[src/rtl/mc_ctrl.sv]
`default_nettype none
// ============================================================================
// Module   : mc_ctrl
// Brief    : Multi-cycle control FSM for the MIPS-subset datapath. Sequences
//            FETCH/DECODE/EXEC/MEM/WB and decodes all datapath mux selects
//            and write enables from the IR and the ALU zero flag.
//            Optional build macro MC_CTRL_ILLEGAL_HALT_EN: unsupported
//            instructions park the FSM in HALT (illegal=1) until reset;
//            otherwise they retire as a 2-cycle nop.
// Revision : 1.0 - initial release
// ============================================================================
module mc_ctrl #(
  parameter int PC_SRC_W = 2,
  parameter int ALUOP_W  = 3
) (
  input  logic                clk,
  input  logic                reset,
  input  logic [31:0]         instr,
  input  logic                zero,
  output logic                IRWr,
  output logic                PCWr,
  output logic [PC_SRC_W-1:0] PCSrc,
  output logic [1:0]          EOp,
  output logic [ALUOP_W-1:0]  ALUOp,
  output logic                ALUSrc,
  output logic                RegWr,
  output logic [1:0]          RegDst,
  output logic [1:0]          MemtoReg,
  output logic                MemWr,
  output logic                done,
  output logic                illegal,
  output logic [2:0]          state
);

  typedef enum logic [2:0] {
    S_FETCH  = 3'd0,
    S_DECODE = 3'd1,
    S_EXEC   = 3'd2,
    S_MEM    = 3'd3,
    S_WB     = 3'd4,
    S_HALT   = 3'd5
  } state_t;

  state_t state_q, state_d;

  logic [5:0] w_op, w_funct;
  logic w_rtype, w_addu, w_subu, w_jr, w_nop;
  logic w_ori, w_lui, w_addiu, w_lw, w_sw, w_beq, w_j, w_jal;
  logic w_to_exec;
  logic [1:0]         w_eop;
  logic [ALUOP_W-1:0] w_aluop;
  logic               w_alusrc;

  assign w_op    = instr[31:26];
  assign w_funct = instr[5:0];
  assign w_rtype = (w_op == 6'b000000);
  assign w_nop   = (instr == 32'h0000_0000);
  assign w_addu  = w_rtype && (w_funct == 6'b100001);
  assign w_subu  = w_rtype && (w_funct == 6'b100011);
  assign w_jr    = w_rtype && (w_funct == 6'b001000);
  assign w_ori   = (w_op == 6'b001101);
  assign w_lui   = (w_op == 6'b001111);
  assign w_addiu = (w_op == 6'b001001);
  assign w_lw    = (w_op == 6'b100011);
  assign w_sw    = (w_op == 6'b101011);
  assign w_beq   = (w_op == 6'b000100);
  assign w_j     = (w_op == 6'b000010);
  assign w_jal   = (w_op == 6'b000011);

  // Instructions that need the ALU and therefore continue past DECODE
  assign w_to_exec = w_addu | w_subu | w_ori | w_lui | w_addiu |
                     w_lw | w_sw | w_beq;

  // Per-instruction extender/ALU settings, held through EXEC, MEM and WB
  always_comb begin
    w_eop    = 2'b00;
    w_aluop  = ALUOP_W'(0);
    w_alusrc = 1'b0;
    if (w_subu) begin
      w_aluop = ALUOP_W'(1);
    end else if (w_ori) begin
      w_eop    = 2'b01;
      w_aluop  = ALUOP_W'(2);
      w_alusrc = 1'b1;
    end else if (w_lui) begin
      w_eop    = 2'b10;
      w_alusrc = 1'b1;
    end else if (w_addiu | w_lw | w_sw) begin
      w_alusrc = 1'b1;
    end else if (w_beq) begin
      w_eop   = 2'b11;
      w_aluop = ALUOP_W'(1);
    end
  end

  // State register; undefined encodings are recovered by the next-state logic
  always_ff @(posedge clk) begin
    if (reset) state_q <= S_FETCH;
    else       state_q <= state_d;
  end

  // Next-state and Moore output decode; reset masks every enable last
  always_comb begin
    state_d  = S_FETCH;
    IRWr     = 1'b0;
    PCWr     = 1'b0;
    PCSrc    = PC_SRC_W'(0);
    EOp      = 2'b00;
    ALUOp    = ALUOP_W'(0);
    ALUSrc   = 1'b0;
    RegWr    = 1'b0;
    RegDst   = 2'b00;
    MemtoReg = 2'b00;
    MemWr    = 1'b0;
    done     = 1'b0;
    illegal  = 1'b0;
    if (state_q == S_EXEC || state_q == S_MEM || state_q == S_WB) begin
      EOp    = w_eop;
      ALUOp  = w_aluop;
      ALUSrc = w_alusrc;
    end
    case (state_q)
      S_FETCH: begin
        IRWr    = 1'b1;
        PCWr    = 1'b1;
        state_d = S_DECODE;
      end
      S_DECODE: begin
        if (w_j | w_jal) begin
          PCWr  = 1'b1;
          PCSrc = PC_SRC_W'(2);
          done  = 1'b1;
          if (w_jal) begin
            RegWr    = 1'b1;
            RegDst   = 2'b10;
            MemtoReg = 2'b10;
          end
        end else if (w_jr) begin
          PCWr  = 1'b1;
          PCSrc = PC_SRC_W'(3);
          done  = 1'b1;
        end else if (w_nop) begin
          done = 1'b1;
        end else if (w_to_exec) begin
          state_d = S_EXEC;
        end else begin
`ifdef MC_CTRL_ILLEGAL_HALT_EN
          state_d = S_HALT;
`else
          done = 1'b1;
`endif
        end
      end
      S_EXEC: begin
        if (w_beq) begin
          PCSrc = PC_SRC_W'(1);
          PCWr  = zero;
          done  = 1'b1;
        end else if (w_lw | w_sw) begin
          state_d = S_MEM;
        end else if (w_to_exec) begin
          state_d = S_WB;
        end
      end
      S_MEM: begin
        if (w_sw) begin
          MemWr = 1'b1;
          done  = 1'b1;
        end else if (w_lw) begin
          state_d = S_WB;
        end
      end
      S_WB: begin
        RegWr    = 1'b1;
        done     = 1'b1;
        RegDst   = w_rtype ? 2'b01 : 2'b00;
        MemtoReg = w_lw ? 2'b01 : 2'b00;
      end
`ifdef MC_CTRL_ILLEGAL_HALT_EN
      S_HALT: begin
        illegal = 1'b1;
        state_d = S_HALT;
      end
`endif
      default: state_d = S_FETCH;
    endcase
    if (reset) begin
      IRWr    = 1'b0;
      PCWr    = 1'b0;
      RegWr   = 1'b0;
      MemWr   = 1'b0;
      done    = 1'b0;
      illegal = 1'b0;
    end
  end

  assign state = state_q;

endmodule
`default_nettype wire
[config.mk]
export PLATFORM = sky130hd
export DESIGN_NAME = mc_ctrl
export DESIGN_NICKNAME = d
export VERILOG_FILES = /design/src/rtl/mc_ctrl.sv
export SDC_FILE = /design/constraint.sdc
export NUM_CORES = 1
export LEC_CHECK = 0
export BUFFER_PORTS_ARGS = -buffer_cell sky130_fd_sc_hd__buf_2
export CORE_MARGIN = 4
export CORE_UTILIZATION = 35
export DETAILED_ROUTE_END_ITERATION = 10
export PLACE_DENSITY = 0.86
export SLEW_MARGIN = 20
export SYNTH_ARGS = -nofsm -noshare
export SYNTH_HDL_FRONTEND = slang
export SYNTH_SLANG_ARGS = --single-unit
[constraint.sdc]
create_clock -name clk -period 1.6 [get_ports clk]
set_clock_uncertainty 0.05 [all_clocks]
set_input_delay 0 -clock clk [delete_from_list [all_inputs] [get_ports clk]]
set_output_delay 0 -clock clk [all_outputs]
set_load 0.005 [all_outputs]
# Word-level counts from Yosys, hierarchy flattened
# Cells that the tools add are included.
word_totals:
  ramBits: 0
  memories: 0
  out_inout_bits: 21
  elab_cells: 93
  reg_bits: 3
  mem_bits_ro: 0
  in_bits: 35
  latchBits: 0
classes:
  n_shift: 0
  n_div: 0
  multipliers: 0
  muxes: 58
  magnitude_cmp: 0
  eq_ne: 15
  bitwise: 11
  reduce_logical: 8
  addsub: 0
op_table:
  columns: ["op", "count"]
  rows:
  - ["logical NOT 32 bit", 1]
  - ["2-to-1 mux 2 bit", 16]
  - ["2-to-1 mux 1 bit", 29]
  - ["== test 6 x 4 -> 1 bit, second input constant", 4]
  - ["== test 6 bit, second input constant", 4]
  - ["2-to-1 mux 3 bit", 6]
  - ["== test 6 x 2 -> 1 bit, second input constant", 2]
  - ["case mux 2 bit (2 select lines)", 3]
  - ["case mux 3 bit (4 select lines)", 1]
  - ["OR 1 bit", 11]
  - ["== test 3 x 2 -> 1 bit, second input constant", 2]
  - ["== test 6 x 3 -> 1 bit, second input constant", 1]
  - ["logical NOT 6 bit", 1]
  - ["case mux 1 bit (4 select lines)", 1]
  - ["== test 3 x 1 -> 1 bit, second input constant", 1]
  - ["== test 3 bit, second input constant", 1]
  - ["logical AND 1 bit", 3]
  - ["logical NOT 3 bit", 1]
  - ["case mux 1 bit (3 select lines)", 1]
  - ["logical OR 1 bit", 2]
  - ["case mux 1 bit (2 select lines)", 1]

# Logic depth before layout (Yosys ltp)
# Gate-level depths: netlist (run 1).
depth:
  ltp_word: 15
  mapped_depth: 6

# Worst setup path before layout (run 1)
# OpenSTA, ideal clock, no wires.
synth_path:
  path_type: "register to register"
  startpoint: "register state_q[1] (netlist: state[1])"
  endpoint: "register state_q[2] (netlist: state[2])"
  arrival_time_ns: 1.248
  period_less_slack_ns: 1.393
  path_slack_ns: 0.207
  stages_incl_launch_ff: 5
  required_ns: 1.454
  n_path_buf: 0
  cell_sequence: "dfxtp_1 nor2b_1 nand2b_1 or4b_1 o41ai_2"
synth_between:
  elab_chain_cells: 2
  word_cells_on_any_way: 5
  classes_between: "3 x eq/ne; 1 x mux; 1 x reduce/logical"
synth_lines:
  columns: ["item", "line_no", "source"]
  rows:
  - ["from (decl)", "44", "state_t state_q, state_d;"]
  - ["from (signal assigned)", "99", "else state_q <= state_d;"]
  - ["== test 3 x 2 -> 1 bit, or another cell as far along", "122", "case (state_q)"]
  - ["case mux 3 bit (4 select lines) (*)", "122", null]
# Every way passes the cells marked *; elsewhere a longest branch is shown, timed or not.
# A chain may end at the register's enable or synchronous reset.

# Worst setup path after layout (run 1)
layout_path:
  startpoint: "register state_q[1] (netlist: state[1])"
  endpoint: "output port done"
layout_between:
  elab_chain_cells: 3
  word_cells_on_any_way: 6
  classes_between: "4 x eq/ne; 2 x mux"
layout_lines:
  columns: ["item", "line_no", "source"]
  rows:
  - ["== test 3 bit, or another cell as far along", "122", null]
  - ["case mux 1 bit (4 select lines) (*)", "122", null]
  - ["2-to-1 mux 1 bit (*)", "187", "if (reset) begin"]
  - ["to (decl)", "30", "output logic done,"]
# Marked as above.

==> flow_summary_export.csv, run 1 <==
group,metric,value,unit
finish,fin_nets,151,
sta,final_max_slew_viol_count,0,
pwr,ir_drop,0.0003141,V
critical_path,reg2reg_slack,0.06,ns
cts,hold_buffers,0,
routing,num_vias,763,
critical_path,rr_worst_depth,5,
global_route,grt_antenna_before_repair,0,
routing,drc,0,
synth,seq_area_frac_synth,10.30,%
worst_hold_path,hold_depth,3,
sta,rsz0062_at_grt,"true",
sta,period_share,102.8,%
run,cap_violations,0,
critical_path,r2r-end,"state[2]$_SDFF_PP0_",
critical_path,r2r-start,"state[2]$_SDFF_PP0_",
finish,syn_to_final_growth,43.13,%
synth,syn_area,583.1,sq um
cts,insertion_delay,0.24,ns
synth,syn_inst,77,
cts,cts_buffers,3,
floorplan,start_util,37.82,%
critical_path,cp.required,1.55,ns
routing,antenna_left,0,
pwr,powerDensity,396.9,mW/mm^2
finish,antennaDiodeCount,0,
finish,largest_reg_flops,3,
floorplan,die_height,48.82,um
cts,root_buffer,"clkbuf_4",
place,gp_congestion,0.8004,
worst_hold_path,hold_path_startpoint,"reset",
place,io_buffers,33,
sta,setup_viol,1,
synth,synth_cell_type_count,37,
cts,h-tree-depth,1,
global_route,grt_usage,14.55,%
synth,synth_seq_cells,3,
routing,first_pass_iters,4,
critical_path,cp-start-kind,"flop",
critical_path,critPathKind,"reg2out",
routing,routed_wl,2032,um
floorplan,dieArea,0.002383,sq mm
sta,report.final.hold_viol_count,0,
synth,yosysWarnings,0,
run_status,status,"complete, but fails checks",
cts,cts_max_path_buffers,2,
pwr,leakage,0.0003988,uW
place,place_hpwl,1347,um
sta,worst_slack,-0.04425,ns
cts,clock_sinks,3,
global_route,grt_pass1_vias,678,
routing,wl_per_cell,15.51,um
run_status,violations,"negative setup slack",
critical_path,end_kind,"output port",
floorplan,num_rows,14,
floorplan,die_width,48.82,um
critical_path,path_max_fanout,6,
routing,drtIter0Drc,27,
sta,fmax,608.2,MHz
worst_hold_path,min_to,"state[0]$_SDFF_PP0_",
finish,post-route-util,54.14,%
cts,tritoncts,"built",
synth,synth_flop_cell,"dfxtp_1",
floorplan,io_pins,56,
global_route,grt-ovfl-total,0,
routing,viasPerCell,5.824,
synth,async_reset_ff_share,0,%
synth,avgSynthCellArea,7.572,sq um
cts,clkTransAtPathRegs,0.04,ns
global_route,grt_max_degree,11,
synth,synth-edff-count,0,
worst_hold_path,hold_class,"in2reg",
place,post-place-ws,0.09611,ns
finish,final_layout_size_suffix_gt1_share,53.91,%
critical_path,arrival,1.59,ns
floorplan,core,0.001541,sq mm
sta,period_needed,1.644,ns
global_route,grt_pass1_wl,2842,um
-- worst max path at each step --
stage / startpoint / endpoint / slack, ns / depth (start not counted)
6_report: state[1]$_SDFF_PP0_ / done / -0.04 / 5
5_1_grt: state[1]$_SDFF_PP0_ / done / -0.09 / 5
4_1_cts: state[0]$_SDFF_PP0_ / RegWr / -0.06 / 4
3_5_place_dp: state[1]$_SDFF_PP0_ / state[2]$_SDFF_PP0_ / 0.1 / 4
3_3_place_gp: state[1]$_SDFF_PP0_ / state[2]$_SDFF_PP0_ / 0.15 / 4
2_1_floorplan: state[1]$_SDFF_PP0_ / state[2]$_SDFF_PP0_ / 0.21 / 4
-- layout by cell type (no fill, tap or decap), types with 2 or more instances in the layout --
cell and n:
nand3b_1 3, or4b_1 2, nor2_1 4, nand2_1 8, dfxtp_4 3, and3_1 2
conb_1 2, buf_2 33, a21oi_2 2, nor4_1 2, clkbuf_4 3, nor3_2 2
buf_4 6, a21oi_1 5, nand3_1 3, nor4_2 2, nand2b_1 4, nor3_1 4
or3_1 2
-- cell families after synthesis --
kind of cell    share of synthesized area, %
simple gates                           55.36
compound gates                         23.18
buf+inv                                9.013
flops                                  10.30
xor+xnor                               1.502
other cells                           0.6432
-- metal layers --
metal	track usage (%)	vias up	wire length, um
met1	16.94	351	809
met2	23.70	46	989
met5	0	-	0
li1	-	360	-
met4	7.175	0	55
met3	4.587	6	178
-- critical path, stage by stage, from the launching register on --
cell and delay, ns:
dfxtp_4 0.37, or2b_1 0.24, or3_1 0.31, o311a_1 0.14, a21oi_2 0.15, buf_2 0.14
-- cell type report --
| class | count | area [sq um] |
|---|---|---|
| clock buffer | 4 | 26.28 |
| fill | 157 | 706.9 |
| inverter | 1 | 3.754 |
| multi-input combinational | 68 | 503.0 |
| sequential | 3 | 71.32 |
| tap | 16 | 20.02 |
| timing repair buffer | 39 | 210.2 |
-- synthesized netlist by cell type (all sizes together), types with 2 or more instances --
cell type	number	area, sq um
nor4	4	37.53
buf	6	48.80
and3	2	12.51
nand3	4	32.53
nor2	6	25.03
dfxtp	3	60.06
nor3	6	30.03
a21oi	7	38.79
nand2b	4	25.02
nor3b	2	15.01
nand2	8	30.03
or3	2	12.51
or4b	2	20.02
nand3b	3	22.52
and2b	2	17.52
-- repair_timing --
item | 4_1_cts | 5_1_grt
endpoints found under the setup margin | 6 | 9
hold endpoints to repair | 0 | 0
setup buffers | 0 | 5
pin swaps | 1 | 5
resized for setup | 4 | 9
-- power by group --
part	internal [uW]	switching, uW	total [uW]	leakage (uW)
clock	93.8	45.4	139	0.0000150
sequential	74.5	4.84	79.3	0.0000266
combinational	48.7	64.0	113	0.000357
total	217	114	331	0.000399
-- per-stage QoR --
stage                     TNS (ns)  area, sq um  instances  hold slack (ns)  total power, uW
after CTS                  -0.1725        767.0        126          0.08436            326.7
after floorplan                  0        586.8         78         -0.03192            149.4
after global placement           0        730.7        122           0.2428            181.7
after detailed placement         0        730.7        122           0.2386            186.0
after global routing       -0.2178        834.6        131           0.1008            350.2
final                     -0.04425        834.6        131          0.07580            331.2
Power figures use the tool's default switching activity.
==> run 2, diff against run 1 <==
--- a/config.mk
+++ b/config.mk
@@ -7,9 +7,10 @@
 export LEC_CHECK = 0
 export BUFFER_PORTS_ARGS = -buffer_cell sky130_fd_sc_hd__buf_2
 export CORE_MARGIN = 4
-export CORE_UTILIZATION = 35
+export CORE_UTILIZATION = 38
+export CTS_BUF_LIST = sky130_fd_sc_hd__clkbuf_16
 export DETAILED_ROUTE_END_ITERATION = 10
-export PLACE_DENSITY = 0.86
+export PLACE_DENSITY = 0.91
 export SLEW_MARGIN = 20
 export SYNTH_ARGS = -nofsm -noshare
 export SYNTH_HDL_FRONTEND = slang
==> constraint.sdc (replaced) <==
create_clock -name clk -period 2 [get_ports clk]
set_clock_uncertainty 0.05 [all_clocks]
set_input_delay 0 -clock clk [delete_from_list [all_inputs] [get_ports clk]]
set_output_delay 0 -clock clk [all_outputs]
set_load 0.005 [all_outputs]
==> run 2 against run 1 <==
Effect of this change: sequential cell count unchanged; highest routed layer is now met3; clock power increased by 130%; largest power group unchanged; non-clock buffer count decreased by 6; hold slack worse by 0.0024 ns; wire length shrank 16%; sequential power decreased by 15%; cell count is 5.3% lower; power is 40% higher; critical path depth is the same; via count fell by 9.2%; first-iteration DRC count down 33%; combinational power decreased by 30%; the flow now finishes without violations.
==> flow_summary_export.csv, run 2 (synthesis gave the netlist of run 1 again) <==
group,metric,value,unit
finish,final_cell_mix,"buf_2, nand2_1, nor3_1, a21oi_1, nor2_1",
critical_path,arrival,1.74,ns
place,io_buffers,33,
pwr,ir_drop,0.0008730,V
place,gp_congestion,0.7895,
sta,period_needed,1.788,ns
critical_path,path_cells,"or2b_1, or3_1, o311a_1, a21oi_2, buf_2",
finish,fin_nets,145,
critical_path,path_buf_inv,1,
sta,setup_tns,0,ns
floorplan,core,0.001366,sq mm
cts,insertion_delay,0.23,ns
critical_path,critPathSlowestCell,"dfxtp_1",
routing,wl_per_cell,13.79,um
run,cap_violations,0,
critical_path,critPathKind,"reg2out",
pwr,powerDensity,576.8,mW/mm^2
run_status,status,"completed",
finish,multiInputGateArea,479.2,sq um
routing,first_pass_iters,4,
cts,cts_max_path_buffers,2,
finish,largest_reg_flops,3,
floorplan,start_util,42.67,%
global_route,grt_pass1_vias,582,
floorplan,dieArea,0.002225,sq mm
routing,drc,0,
finish,fill_cells,129,
pwr,p_clk_share,68.3,%
finish,final_layout_size_suffix_gt1_share,44.04,%
sta,report.final.hold_viol_count,0,
finish,fin_cells,124,
critical_path,cp-start-kind,"flop",
floorplan,num_rows,13,
cts,clkTransAtPathRegs,0.03,ns
global_route,grt_pass1_wl,2684,um
routing,viasPerCell,5.589,
pwr,switching_share,23.43,%
sta,fmax,559.3,MHz
routing,num_vias,693,
finish,regArea,60.06,sq um
floorplan,die_width,47.17,um
cts,h-tree-depth,1,
sta,period_share,89.40,%
finish,antennaDiodeCount,0,
sta,setup_viol,0,
pwr,p_int,355.9,uW
critical_path,critical-path-top-delay-family,"simple AND/OR/NAND/NOR gates",
cts,cts_buffers,3,
pwr,seq_power_share,14.6,%
floorplan,io_pins,56,
worst_hold_path,hold_class,"in2reg",
critical_path,end_kind,"output port",
pwr,pwr-share-comb,17.1,%
sta,rsz0062_at_grt,"false",
global_route,grt-ovfl-total,0,
place,dp.cells,120,
floorplan,die_height,47.17,um
global_route,grt_max_degree,13,
cts,root_buffer,"clkbuf_16",
global_route,grt_usage,17.19,%
cts,tritoncts,"built",
routing,routed_wl,1710,um
global_route,grt_antenna_before_repair,0,
pwr,leakage,0.0003869,uW
finish,syn_to_final_growth,38.20,%
place,place_hpwl,1356,um
sta,final_max_slew_viol_count,0,
routing,drtIter0Drc,18,
critical_path,critPathMaxStageDelay,0.48,ns
pwr,power_switching,108.9,uW
routing,antenna_left,0,
critical_path,cp.required,1.95,ns
finish,final_common_cell,"buf_2",
critical_path,path_max_fanout,9,
cts,clock_sinks,3,
## run 2: cell types whose count changed in the layout (fill, tap and decap cells not counted), moves of 2 or more
| cell | previous run | this run |
|---|---|---|
| nor3_2 | 2 | 0 |
| clkbuf_4 | 3 | 0 |
| dfxtp_4 | 3 | 0 |
| nor3_1 | 4 | 6 |
| dfxtp_1 | 0 | 3 |
| buf_4 | 6 | 0 |
| clkbuf_16 | 0 | 3 |
## run 2: worst min-delay path: stages
cell and delay (ns):
buf_2 0.14, nand2b_1 0.11, o21ai_1 0.05
## run 2: layer usage
layer | GRT usage (%) | vias to the layer above | routed length (um)
li1 | - | 346 | -
met1 | 21.30 | 304 | 734
met2 | 27.91 | 43 | 804
met3 | 7.280 | 0 | 171
met4 | 3.315 | 0 | 0
met5 | 0 | - | 0
## run 2: layout make-up
type                    instances  share of cell area [%]
clock inverters                 1                  0.4658
clock buffers                   3                   9.317
multi-input cells              68                   59.47
well taps                      15                   2.329
repair buffers                 33                   20.50
inverters                       1                  0.4658
flip-flops and latches          3                   7.453
## run 2: final timing paths
kind / cells past startpoint / endpoint / startpoint / slack [ns]
max: 5 / done / state[1]$_SDFF_PP0_ / 0.21
min: 3 / state[1]$_SDFF_PP0_ / reset / 0.07
max reg2reg: 4 / state[2]$_SDFF_PP0_ / state[1]$_SDFF_PP0_ / 0.41
min reg2reg: 1 / state[2]$_SDFF_PP0_ / state[0]$_SDFF_PP0_ / 0.69
## run 2: power groups by stage
| stage | registers, uW | clock network, uW | logic (uW) |
|---|---|---|---|
| 3_3_place_gp | 68.1 | 0 | 74.7 |
| 2_1_floorplan | 64.8 | 0 | 54.7 |
| 6_report | 67.7 | 317 | 79.6 |
| 5_1_grt | 68.4 | 330 | 88.6 |
| 4_1_cts | 67.5 | 319 | 79.0 |
| 3_5_place_dp | 68.3 | 0 | 78.1 |
## run 2: stage by stage
stage	instance area [sq um]	util (%)	worst slack (ns)	power [uW]	hold WS, ns
2_1_floorplan	586.8	-	0.6068	119.5	-0.03192
3_3_place_gp	721.9	52.84	0.4672	142.8	0.2452
3_5_place_dp	721.9	52.84	0.4363	146.5	0.2404
4_1_cts	800.8	58.61	0.1622	465.1	0.06509
6_report	805.8	58.97	0.2120	464.8	0.07339
5_1_grt	805.8	58.97	0.1587	487.5	0.07763
## run 2: timing repair
action | in CTS | in global routing
endpoints found under the hold margin | 0 | 0
setup buffers | 0 | 0
hold buffers | 0 | 0
resized for setup | 0 | 1
setup endpoints to repair | 0 | 1
==> run 3, diff against run 2 <==
--- a/config.mk
+++ b/config.mk
@@ -11,6 +11,7 @@
 export CTS_BUF_LIST = sky130_fd_sc_hd__clkbuf_16
 export DETAILED_ROUTE_END_ITERATION = 10
 export PLACE_DENSITY = 0.91
+export RECOVER_POWER = 25
 export SLEW_MARGIN = 20
 export SYNTH_ARGS = -nofsm -noshare
 export SYNTH_HDL_FRONTEND = slang
==> run 3 against run 2 <==
Effect of this change: wire length increased by 1.7%; critical path depth did not move; register-to-register slack barely moved; clock power about the same; critical path type unchanged; largest power group unchanged.
==> flow_summary_export.csv, run 3 (synthesis gave the netlist of run 1 again) <==
group,metric,value,unit
run_status,status,"completed",
pwr,p_total,466.5,uW
place,io_buffers,33,
sta,period_needed,1.787,ns
routing,viasPerCell,5.685,
global_route,grt_max_degree,13,
cts,cts_resized,0,
critical_path,path_cells,"or2b_1, or3_1, o311a_1, a21oi_2, buf_2",
worst_hold_path,hold_class,"in2reg",
routing,num_vias,705,
finish,fill_cells,132,
routing,routed_wl,1739,um
pwr,powerDensity,582.6,mW/mm^2
global_route,grt_antenna_before_repair,0,
cts,insertion_delay,0.23,ns
pwr,leakage,0.0003705,uW
global_route,grt_usage,17.19,%
critical_path,path_max_fanout,9,
critical_path,critPathKind,"reg2out",
finish,post-route-util,58.61,%
floorplan,num_rows,13,
routing,first_pass_iters,4,
floorplan,dieArea,0.002225,sq mm
cts,h-tree-depth,1,
place,postPlaceCellArea,721.9,sq um
global_route,grt_pass1_vias,582,
cts,hold_buffers,0,
routing,wl_per_cell,14.02,um
pwr,ir_drop,0.0008795,V
global_route,grt_pass1_wl,2684,um
routing,drtIter0Drc,20,
critical_path,path_buf_inv,1,
finish,fin_nets,145,
sta,period_share,89.33,%
finish,stdcell_area,800.8,sq um
cts,clock_sinks,3,
global_route,grt-ovfl-total,0,
run,cap_violations,0,
sta,rsz0062_at_grt,"false",
finish,final_common_cell,"buf_2",
sta,report.final.hold_viol_count,0,
finish,largest_reg_flops,3,
finish,fin_cells,124,
floorplan,core,0.001366,sq mm
floorplan,die_height,47.17,um
sta,setup_tns,0,ns
floorplan,start_util,42.67,%
finish,final_layout_size_suffix_gt1_share,40.37,%
finish,final_cell_mix,"buf_2, nand2_1, nor3_1, a21oi_1, nor2_1",
finish,syn_to_final_growth,37.34,%
finish,antennaDiodeCount,0,
place,place_hpwl,1356,um
routing,antenna_left,0,
cts,tritoncts,"built",
floorplan,die_width,47.17,um
critical_path,reg2reg_slack,0.41,ns
place,dp.cells,120,
cts,clkTransAtPathRegs,0.03,ns
sta,final_max_slew_viol_count,0,
critical_path,critPathSlowestCell,"dfxtp_1",
critical_path,end_kind,"output port",
critical_path,cp.required,1.95,ns
routing,drc,0,
cts,cts_buffers,3,
floorplan,io_pins,56,
cts,cts_max_path_buffers,2,
critical_path,arrival,1.74,ns
sta,fmax,559.7,MHz
critical_path,cp-start-kind,"flop",
critical_path,critPathMaxStageDelay,0.47,ns
critical_path,critical-path-top-delay-family,"simple AND/OR/NAND/NOR gates",
place,gp_congestion,0.7895,
cts,post_cts_buffers,0,
sta,setup_viol,0,
cts,root_buffer,"clkbuf_16",
[run 3: cell count changes in the layout (fill, tap and decap cells not counted), sizes merged]
| cell | delta |
|---|---|
| buf | -5 |
| clkbuf | +5 |
[run 3: final timing paths]
check | start | endpoint | cells after the start
max | state[1]$_SDFF_PP0_ | done | 5
min | reset | state[1]$_SDFF_PP0_ | 3
max reg2reg | state[1]$_SDFF_PP0_ | state[2]$_SDFF_PP0_ | 4
min reg2reg | state[0]$_SDFF_PP0_ | state[2]$_SDFF_PP0_ | 1
[run 3: layer usage]
| layer | GRT usage, % | wire length, um | part of all wire, % |
|---|---|---|---|
| met1 | 21.30 | 724 | 42 |
| met2 | 27.91 | 816 | 47 |
| met3 | 7.280 | 189 | 11 |
| met4 | 3.315 | 9 | 0.52 |
| met5 | 0 | 0 | 0 |
[run 3: worst min-delay path: cells and delay by family]
family	cells	cell delay, ns
AND/OR/NAND/NOR	1	0.11
buffers and inverters	1	0.14
AO/OA/AOI/OAI	1	0.05
[run 3: layout make-up]
class	instances	area [sq um]	share of cell area, %
clock buffer	3	75.07	9.375
clock inverter	1	3.754	0.4688
inverter	1	3.754	0.4688
multi-input combinational	68	479.2	59.84
sequential	3	60.06	7.500
tap	15	18.77	2.344
timing repair buffer	33	160.2	20.00
[run 3: power by group]
group | leakage, uW | internal, uW | switching (uW)
registers | 0.0000245 | 62.2 | 5.73
logic | 0.000304 | 34.6 | 44.4
clock network | 0.0000423 | 258 | 61.1
[run 3: through the flow]
step           hold WS (ns)  setup WS [ns]
5_1_grt             0.07763         0.1496
3_5_place_dp         0.2404         0.4363
6_report            0.07127         0.2134
3_3_place_gp         0.2452         0.4672
4_1_cts             0.06509         0.1622
2_1_floorplan      -0.03192         0.6068
